==> src/rtl/banner_pkg.sv <==
// Shared definitions for the banner sequencer.
// Contents: character code constants and the controller state encoding.
package banner_pkg;

  // Character codes: 5'h00..5'h0F are the hex digits 0..F, 5'h1F is a blank digit.
  localparam logic [4:0] BLANK = 5'h1F;
  localparam logic [4:0] CH_0  = 5'h00;
  localparam logic [4:0] CH_F  = 5'h0F;

  typedef enum logic [1:0] {
    IDLE = 2'd0,
    LOAD = 2'd1,
    RUN  = 2'd2,
    HOLD = 2'd3
  } state_t;

endpackage

==> src/rtl/tick_gen.sv <==
// Scroll-step timebase.
// Counts 0..TICK-1 while run is high and pulses tick for one cycle on the
// last count. Any cycle with run low returns the counter to 0, so a restart
// always yields a full TICK-cycle interval before the first pulse.
// Ports:
//   clk  - rising-edge clock
//   rst  - asynchronous active-high reset
//   run  - count enable; low clears the counter
//   tick - one-cycle pulse at count TICK-1
module tick_gen
  import banner_pkg::*;
#(
  parameter int TICK = 25_000_000
) (
  input  logic clk,
  input  logic rst,
  input  logic run,
  output logic tick
);

  localparam int CW = (TICK > 1) ? $clog2(TICK) : 1;
  localparam logic [CW-1:0] LAST = CW'(TICK - 1);

  logic [CW-1:0] cnt;

  always_ff @(posedge clk or posedge rst) begin
    if (rst) begin
      cnt <= '0;
    end else if (!run || cnt == LAST) begin
      cnt <= '0;
    end else begin
      cnt <= cnt + CW'(1);
    end
  end

  assign tick = run && (cnt == LAST);

endmodule

==> src/rtl/banner_sequencer.sv <==
// Scrolling banner controller.
// A message of up to LEN character codes is written into an internal buffer,
// then shown as a six-character window that scrolls by one position every
// TICK cycles while en is high. dig0..dig5 feed LED_mux in0..in5 directly.
//
// Write handshake: a character is accepted on a rising edge where wr_valid
// and wr_ready are both high and clear is low. wr_ready is high only in
// IDLE/LOAD; writes offered in RUN/HOLD are ignored until clear.
//
// Ports:
//   clk, rst          - clock, asynchronous active-high reset
//   en                - scrolling enabled (low pauses in HOLD)
//   dir               - 1 scrolls left (pos+1), 0 scrolls right (pos-1)
//   clear             - synchronous abort to IDLE, beats a same-cycle write
//   wr_valid/wr_data/wr_last/wr_ready - character write port
//   dig0..dig5        - registered character codes for the six digits
//   busy              - high in RUN or HOLD
module banner_sequencer
  import banner_pkg::*;
#(
  parameter int TICK = 25_000_000,
  parameter int LEN  = 16
) (
  input  logic       clk,
  input  logic       rst,
  input  logic       en,
  input  logic       dir,
  input  logic       clear,
  input  logic       wr_valid,
  input  logic [4:0] wr_data,
  input  logic       wr_last,
  output logic       wr_ready,
  output logic [4:0] dig0,
  output logic [4:0] dig1,
  output logic [4:0] dig2,
  output logic [4:0] dig3,
  output logic [4:0] dig4,
  output logic [4:0] dig5,
  output logic       busy
);

  localparam int PW = $clog2(LEN);  // buffer index width
  localparam int LW = PW + 1;       // message length width (holds LEN)
  localparam int SW = LW + 2;       // headroom for pos + 5

  state_t        state, state_next;
  logic [PW-1:0] wr_ptr, wr_ptr_next;
  logic [PW-1:0] pos, pos_next;
  logic [LW-1:0] msg_len, msg_len_next;
  logic [4:0]    msg_buf [LEN];
  logic [4:0]    dig_q [6];
  logic [4:0]    dig_next [6];
  logic          accept;
  logic          run;
  logic          tick;
  logic [PW-1:0] pos_fwd, pos_back;

  // (p + k) mod len for p < len, k <= 5. Repeated subtraction covers the
  // worst case len == 1, which needs five wraps.
  function automatic logic [PW-1:0] wrap_idx(input logic [PW-1:0] p,
                                             input logic [2:0]    k,
                                             input logic [LW-1:0] len);
    logic [SW-1:0] s;
    s = SW'(p) + SW'(k);
    for (int i = 0; i < 6; i++) begin
      if (s >= SW'(len)) s = s - SW'(len);
    end
    return PW'(s);
  endfunction

  assign wr_ready = (state == IDLE) || (state == LOAD);
  assign busy     = (state == RUN) || (state == HOLD);
  assign accept   = wr_valid && wr_ready && !clear;

  // The counter only runs while actually scrolling; HOLD and the cycle that
  // leaves RUN both clear it, so resuming gives a full interval.
  assign run = (state == RUN) && en && !clear;

  tick_gen #(.TICK(TICK)) u_tick_gen (
    .clk  (clk),
    .rst  (rst),
    .run  (run),
    .tick (tick)
  );

  assign pos_fwd  = ((LW'(pos) + LW'(1)) == msg_len) ? '0 : pos + PW'(1);
  assign pos_back = (pos == '0) ? PW'(msg_len - LW'(1)) : pos - PW'(1);

  always_comb begin
    state_next   = state;
    wr_ptr_next  = wr_ptr;
    pos_next     = pos;
    msg_len_next = msg_len;
    if (clear) begin
      state_next   = IDLE;
      wr_ptr_next  = '0;
      pos_next     = '0;
      msg_len_next = '0;
    end else begin
      case (state)
        IDLE: begin
          if (accept) begin
            wr_ptr_next = PW'(1);
            pos_next    = '0;
            if (wr_last) begin
              state_next   = RUN;
              msg_len_next = LW'(1);
            end else begin
              state_next = LOAD;
            end
          end
        end
        LOAD: begin
          if (accept) begin
            wr_ptr_next = wr_ptr + PW'(1);
            if (wr_last || wr_ptr == PW'(LEN - 1)) begin
              state_next   = RUN;
              msg_len_next = LW'(wr_ptr) + LW'(1);
              pos_next     = '0;
            end
          end
        end
        RUN: begin
          if (!en) begin
            state_next = HOLD;
          end else if (tick) begin
            pos_next = dir ? pos_fwd : pos_back;
          end
        end
        HOLD: begin
          if (en) state_next = RUN;
        end
        default: state_next = IDLE;
      endcase
    end
  end

  // Digits follow the current pos, so they lag a pos change by one cycle.
  // The cycle that enters RUN still shows BLANK because msg_len is only
  // being written on that edge.
  always_comb begin
    for (int k = 0; k < 6; k++) begin
      dig_next[k] = BLANK;
      if (busy && !clear) begin
        dig_next[k] = msg_buf[wrap_idx(pos, 3'(k), msg_len)];
      end
    end
  end

  always_ff @(posedge clk or posedge rst) begin
    if (rst) begin
      state   <= IDLE;
      wr_ptr  <= '0;
      pos     <= '0;
      msg_len <= '0;
      for (int k = 0; k < 6; k++) dig_q[k] <= BLANK;
    end else begin
      state   <= state_next;
      wr_ptr  <= wr_ptr_next;
      pos     <= pos_next;
      msg_len <= msg_len_next;
      for (int k = 0; k < 6; k++) dig_q[k] <= dig_next[k];
    end
  end

  // Buffer contents survive reset; a message is only readable once rewritten.
  always_ff @(posedge clk) begin
    if (accept) msg_buf[wr_ptr] <= wr_data;
  end

  assign dig0 = dig_q[0];
  assign dig1 = dig_q[1];
  assign dig2 = dig_q[2];
  assign dig3 = dig_q[3];
  assign dig4 = dig_q[4];
  assign dig5 = dig_q[5];

endmodule

==> config.mk <==
export PLATFORM = sky130hd
export DESIGN_NAME = banner_sequencer
export DESIGN_NICKNAME = d
export VERILOG_FILES = /design/src/rtl/banner_pkg.sv /design/src/rtl/tick_gen.sv /design/src/rtl/banner_sequencer.sv
export SDC_FILE = /design/constraint.sdc
export NUM_CORES = 1
export LEC_CHECK = 0
export ABC_CLOCK_PERIOD_IN_PS = 44000
export BUFFER_PORTS_ARGS = -buffer_cell sky130_fd_sc_hd__buf_2
export CAP_MARGIN = 0
export CORE_UTILIZATION = 37
export CTS_CLUSTER_DIAMETER = 150
export DETAILED_ROUTE_END_ITERATION = 6
export PLACE_DENSITY = 0.58
export SYNTH_ARGS = -nofsm -noshare
export SYNTH_HDL_FRONTEND = slang
export SYNTH_SLANG_ARGS = --single-unit
==> constraint.sdc <==
create_clock -name clk -period 44 [get_ports clk]
set_input_delay 8.8 -clock clk [delete_from_list [all_inputs] [get_ports clk]]
set_output_delay 8.8 -clock clk [all_outputs]
set_load 0.03 [all_outputs]
; ---- Yosys cells after proc, flatten, opt, wreduce, memory -nomap -nowiden
; Memory sizes are Yosys's and may differ from the RTL's.
; Index checks and enable logic that the tools add are counted.
[word_totals]
output_inout_bits = 32
input_bits = 12
word_cells = 239
register_bits = 70
ramBits = 80
n_memories = 1
[classes]
n_mux = 109
n_reduce_logical = 20
addsub = 48
magnitude_cmp = 36
n_eq_ne = 14
[memory_table]
columns = memory, depth, width, read_ports, rd_ports_with_merged_regs, write_ports, line
row1 = msg_buf, 16, 5, 6, 0, 1, banner_sequencer.sv:50  ; logic [4:0] msg_buf [LEN];
[ops]
columns = op, n
row1 = 7-bit two-way mux, 60
row2 = 7-bit by 5-bit >= comparator with 1-bit output, 30
row3 = 7-bit by 5-bit subtractor with 7-bit output, 24
row4 = 4-bit two-way mux, 24
row5 = 5-bit two-way mux, 11
row6 = 5-bit by 5-bit subtractor with 6-bit output, 5
row7 = "25-bit by 1-bit adder with 25-bit output, second input constant", 1
row8 = "25-bit equality test, second input constant", 1
row9 = 5-bit >= comparator, 5
row10 = 25-bit two-way mux, 1
row11 = 4-bit subtractor, 6
row12 = "3-bit inequality test, second input constant", 7
row13 = "4-bit by 1-bit adder with 5-bit output, second input constant", 3
row14 = 2-bit two-way mux, 7
row15 = 4-bit one-hot mux with 3 select lines, 1
row16 = "4-bit by 2-bit adder with 5-bit output, second input constant", 2
row17 = "4-bit by 3-bit adder with 5-bit output, second input constant", 2
row18 = 5-bit one-hot mux with 2 select lines, 1
row19 = 5-bit AND reduction, 2
row20 = "4-bit by 1-bit adder with 4-bit output, second input constant", 2
row21 = 2-bit one-hot mux with 4 select lines, 1
row22 = 4-bit one-hot mux with 2 select lines, 1
row23 = "4-bit by 1-bit subtractor with 4-bit output, second input constant", 2
row24 = 1-bit logical AND, 6
row25 = 16 further kinds, 22

; ---- Logic depth before layout (Yosys ltp)
; An unclocked memory read counts as a cell.
[depth]
ltp_word = 21
ltp_mapped = 63
ltp_nobuf = 60

; ---- Hierarchy
; A second synthesis with hierarchy kept.
[hier_totals]
hier_cells = 2369
hier_area_um2 = 20797.4
[by_module_without_submodules]
columns = module, area_per_inst_um2, cells_per_inst, seq_area_each_um2, n_inst
row1 = banner_sequencer, 19494.9, 2237, 3565.9, 1
row2 = tick_gen, 1302.5, 132, 625.6, 1

; ---- Worst setup path after synthesis
; No wires, ideal clock.
[synth_path]
kind = register to register
from = reg msg_len[1]
to = reg dig_q (netlist bit dig0[1])
t_required_ns = 43.918
slack_ns = 30.239
t_arrival_ns = 13.679
setup_time_ns = 0.082
n_path_buf = 1
stages_incl_launch_ff = 55
period_less_slack_ns = 13.761
path_cell_list = dfrtp_1 inv_1 ha_1 nor3b_2 nand2_1 a21oi_1 mux2_2 ha_1 o21a_1 o31a_1 nor3_1 o211a_1 mux2_2 inv_1 ha_1 nand2_1 nor2_1 a221oi_4 [... 19 more ...] nand2_1 a211oi_2 mux2i_1 ha_1 a21o_1 a21oi_1 a21boi_0 o21ai_0 nand2b_1 nand2b_1 or4_4 nand3_4 mux2i_1 buf_2 mux2i_1 a22oi_1 nand2_1 a22oi_1
[synth_rtl]
columns = item, line
row1 = from (decl), banner_sequencer.sv:49  ; logic [LW-1:0] msg_len, msg_len_next;
row2 = from (signal assigned), banner_sequencer.sv:161  ; msg_len <= msg_len_next;
row3 = to (decl), banner_sequencer.sv:51  ; logic [4:0] dig_q [6];

==> impl_metrics.tcl <==
set metrics [dict create \
    crit_type "reg2reg" \
    ctsLongestPathBuffers 2 \
    hold_viol_final 0 \
    worstSetupEndpointType "register" \
    area_growth_pct 7.66 \
    clk_latency_ns 0.47 \
    min_period_ns 14.74 \
    post_cts_buffers 0 \
    crit_fanout 31 \
    status "finished clean" \
    synthesis.nets 2529 \
    track_usage_pct 22.5 \
    timing.fmax_mhz 67.8 \
    synth-adder-area-share_pct 14.8 \
    required_ns 44.35 \
    grt_max_degree 44 \
    drive_gt1_share_pct 14.7 \
    slowest_delay_ns 1.08 \
    timing.setup.tns_ns 0 \
    syn_area_um2 20800 \
    hold_path.class "reg2reg" \
    synthDistinctLibCells 115 \
    die_x_um 239 \
    ant_nets 0 \
    fin_crit_sh_pct 33.5 \
    synth_flop_cell "edfxtp_1" \
    core_um2 55400 \
    slowest_stage "mux2i_4" \
    synth-edff-count 80 \
    numPortBuffers 43 \
    ios 44 \
    cts_resized 0 \
    slew_headroom_pct 18.6 \
    hpwlAfterDp_um 49200 \
    maxCapViolCount 0 \
    netlist_instances 2291 \
    drv_slew 0 \
    synth-simple-area-share_pct 16.6 \
    cts_tree "yes" \
    rsz0062_at_grt "false" \
    cp.arrival_ns 15.10 \
    cpMostUsedCell "a21o_1" \
    grt-ovfl-total 0 \
    vias_per_cell 6.06 \
    synth_top_family_by_area "multiplexers" \
    drtIter0Drc 1591 \
    die_area_um2 57300 \
    cts_root_buf "clkbuf_16" \
    synth_mux_area_share_pct 20.2 \
    grt_pass1_vias 18500 \
    antenna_cells 0 \
    ys_seq_elements 150 \
    antenna_found_initial 3 \
    tightest_slew_ns 1.20 \
    gp_congestion 0.978 \
    fin_worst_skew_ns 0.0255 \
    path_clk_slew_ns 0.07 \
    ys_warn_count 0 \
    routedWlPerCell_um 20.9 \
    start_kind "register" \
    setup_viol_count_final 0 \
    grt_pass1_wl_um 102000 \
    dr.pass1.iters 5 \
    nNetsFinal 2551 \
    avgSynthCellArea_um2 9.10 \
    cts_made_buffers 17 \
    drc 0 \
    die_h_um 239 \
    core.rowCount 86 \
    synth_compound_area_share_pct 20.1 \
    via_count 18600 \
    synth-xor-area-share_pct 4.75 \
    cts.sinks 150 \
    synth_seq_area_share_pct 20.1 \
    htree_levels 4 \
    async_reset_ff_share_pct 46.7 \
    cts_hold_buf 0 \
    start_util_pct 37.6 \
    finalWirelength_um 64400 \
]
## worst paths after layout
check | startpoint | end | slack [ns] | cells past startpoint
max | pos[1]$_DFFE_PP0P_ | dig1[2]$_DFF_PP1_ | 29.26 | 53
min | u_tick_gen.cnt[0]$_DFF_PP0_ | u_tick_gen.cnt[0]$_DFF_PP0_ | 0.49 | 1
max reg2reg | pos[1]$_DFFE_PP0P_ | dig1[2]$_DFF_PP1_ | 29.26 | 53
min reg2reg | u_tick_gen.cnt[0]$_DFF_PP0_ | u_tick_gen.cnt[0]$_DFF_PP0_ | 0.49 | 1
max in group asynchronous | rst | msg_len[0]$_DFFE_PP0P_ | 34.58 | 3
min in group asynchronous | rst | pos[0]$_DFFE_PP0P_ | 8.40 | 2
## synth_stat cells, types with 10 or more instances
| library cell | instances | area share, % |
|---|---|---|
| and4_1 | 10 | 0.42 |
| or2_2 | 13 | 0.39 |
| nand2_1 | 117 | 2.1 |
| a211oi_1 | 24 | 0.86 |
| nand3_1 | 73 | 1.8 |
| nor2b_1 | 58 | 1.7 |
| o21a_1 | 37 | 1.3 |
| or3_1 | 15 | 0.45 |
| a21o_1 | 50 | 1.8 |
| nor3_1 | 38 | 0.91 |
| o22ai_1 | 31 | 0.93 |
| xor2_1 | 55 | 2.3 |
| o211ai_1 | 18 | 0.65 |
| mux4_2 | 18 | 1.9 |
| edfxtp_1 | 80 | 12 |
| buf_4 | 12 | 0.43 |
| o31a_1 | 17 | 0.71 |
| o21ai_0 | 114 | 2.7 |
| buf_2 | 15 | 0.36 |
| mux2i_1 | 219 | 11 |
| o21ai_1 | 16 | 0.38 |
| mux2_2 | 125 | 6.8 |
| nor2_1 | 161 | 2.9 |
| nand4_1 | 12 | 0.36 |
| a22oi_1 | 57 | 2.1 |
| and2_1 | 19 | 0.57 |
| a21oi_1 | 114 | 2.7 |
| o31ai_1 | 11 | 0.40 |
| clkbuf_1 | 17 | 0.31 |
| inv_1 | 102 | 1.8 |
| nand2b_1 | 41 | 1.2 |
| xnor2_1 | 58 | 2.4 |
| dfstp_2 | 30 | 3.8 |
| dfrtp_1 | 40 | 4.8 |
| nor4_1 | 10 | 0.30 |
| a31oi_1 | 10 | 0.30 |
| ha_1 | 192 | 12 |
| and3_1 | 32 | 0.96 |
| fa_1 | 34 | 3.3 |
## cell type report
cell class | instances | area, um2
fill | 5461 | 33000
multi-input combinational | 1982 | 16000
sequential | 150 | 4190
tap | 748 | 936
clock buffer | 17 | 425
inverter | 106 | 399
timing repair buffer | 56 | 313
clock inverter | 15 | 196
## placed cells by master, fill, tap and decap left out, drive strengths merged, types with 37 or more instances in the layout
cell	count
a21o	50
a21oi	120
a22oi	57
buf	56
dfrtp	40
edfxtp	80
ha	192
inv	112
mux2	138
mux2i	222
nand2	118
nand2b	41
nand3	74
nor2	163
nor2b	59
nor3	39
o21a	37
o21ai	131
xnor2	58
xor2	55
## worst max-delay path, delay by kind of cell, from the launching register on
family | cells | cell delay [ns]
adder cells (fa/ha/maj) | 7 | 2.51
buffers and inverters | 4 | 0.58
flip-flops | 1 | 0.59
multiplexers | 7 | 3.33
AO/OA/AOI/OAI | 25 | 5.22
AND/OR/NAND/NOR | 10 | 2.38
## metrics by stage
stage	std cells	setup WS, ns	util, %	cell area [um2]	hold WS, ns
floorplan	2291	30.24	-	20900	0.447
global placement	3042	29.80	39.4	21800	0.467
detailed placement	3042	29.43	39.4	21800	0.484
CTS	3074	29.32	40.5	22400	0.493
global route	3074	28.37	40.5	22400	0.528
finish	3074	29.26	40.5	22400	0.485
## state kept, by name (all words and copies together) (netlist names)
signal,count
msg_buf,80
u_tick_gen.cnt,25
dig0,5
dig1,5
dig2,5
dig3,5
dig4,5
dig5,5
msg_len,5
pos,4
wr_ptr,4
state,2
## cells by family after synthesis
logic type | Yosys count
multiplexers | 378
XOR/XNOR | 113
AND/OR/NAND/NOR | 654
adder cells (fa/ha/maj) | 226
buffers and inverters | 159
flip-flops | 150
AO/OA/AOI/OAI | 611
## metal layers
| layer | GRT usage (%) | up-vias | wire, um |
|---|---|---|---|
| met5 | 0 | - | 24 |
| met4 | 7.32 | 4 | 1770 |
| met3 | 3.32 | 121 | 4550 |
| met2 | 36.3 | 692 | 29100 |
| met1 | 30.5 | 9066 | 28900 |
| li1 | - | 8731 | - |
Power is not shown: default switching activity piles up to over one toggle a cycle in this logic, so the estimate is an artifact.
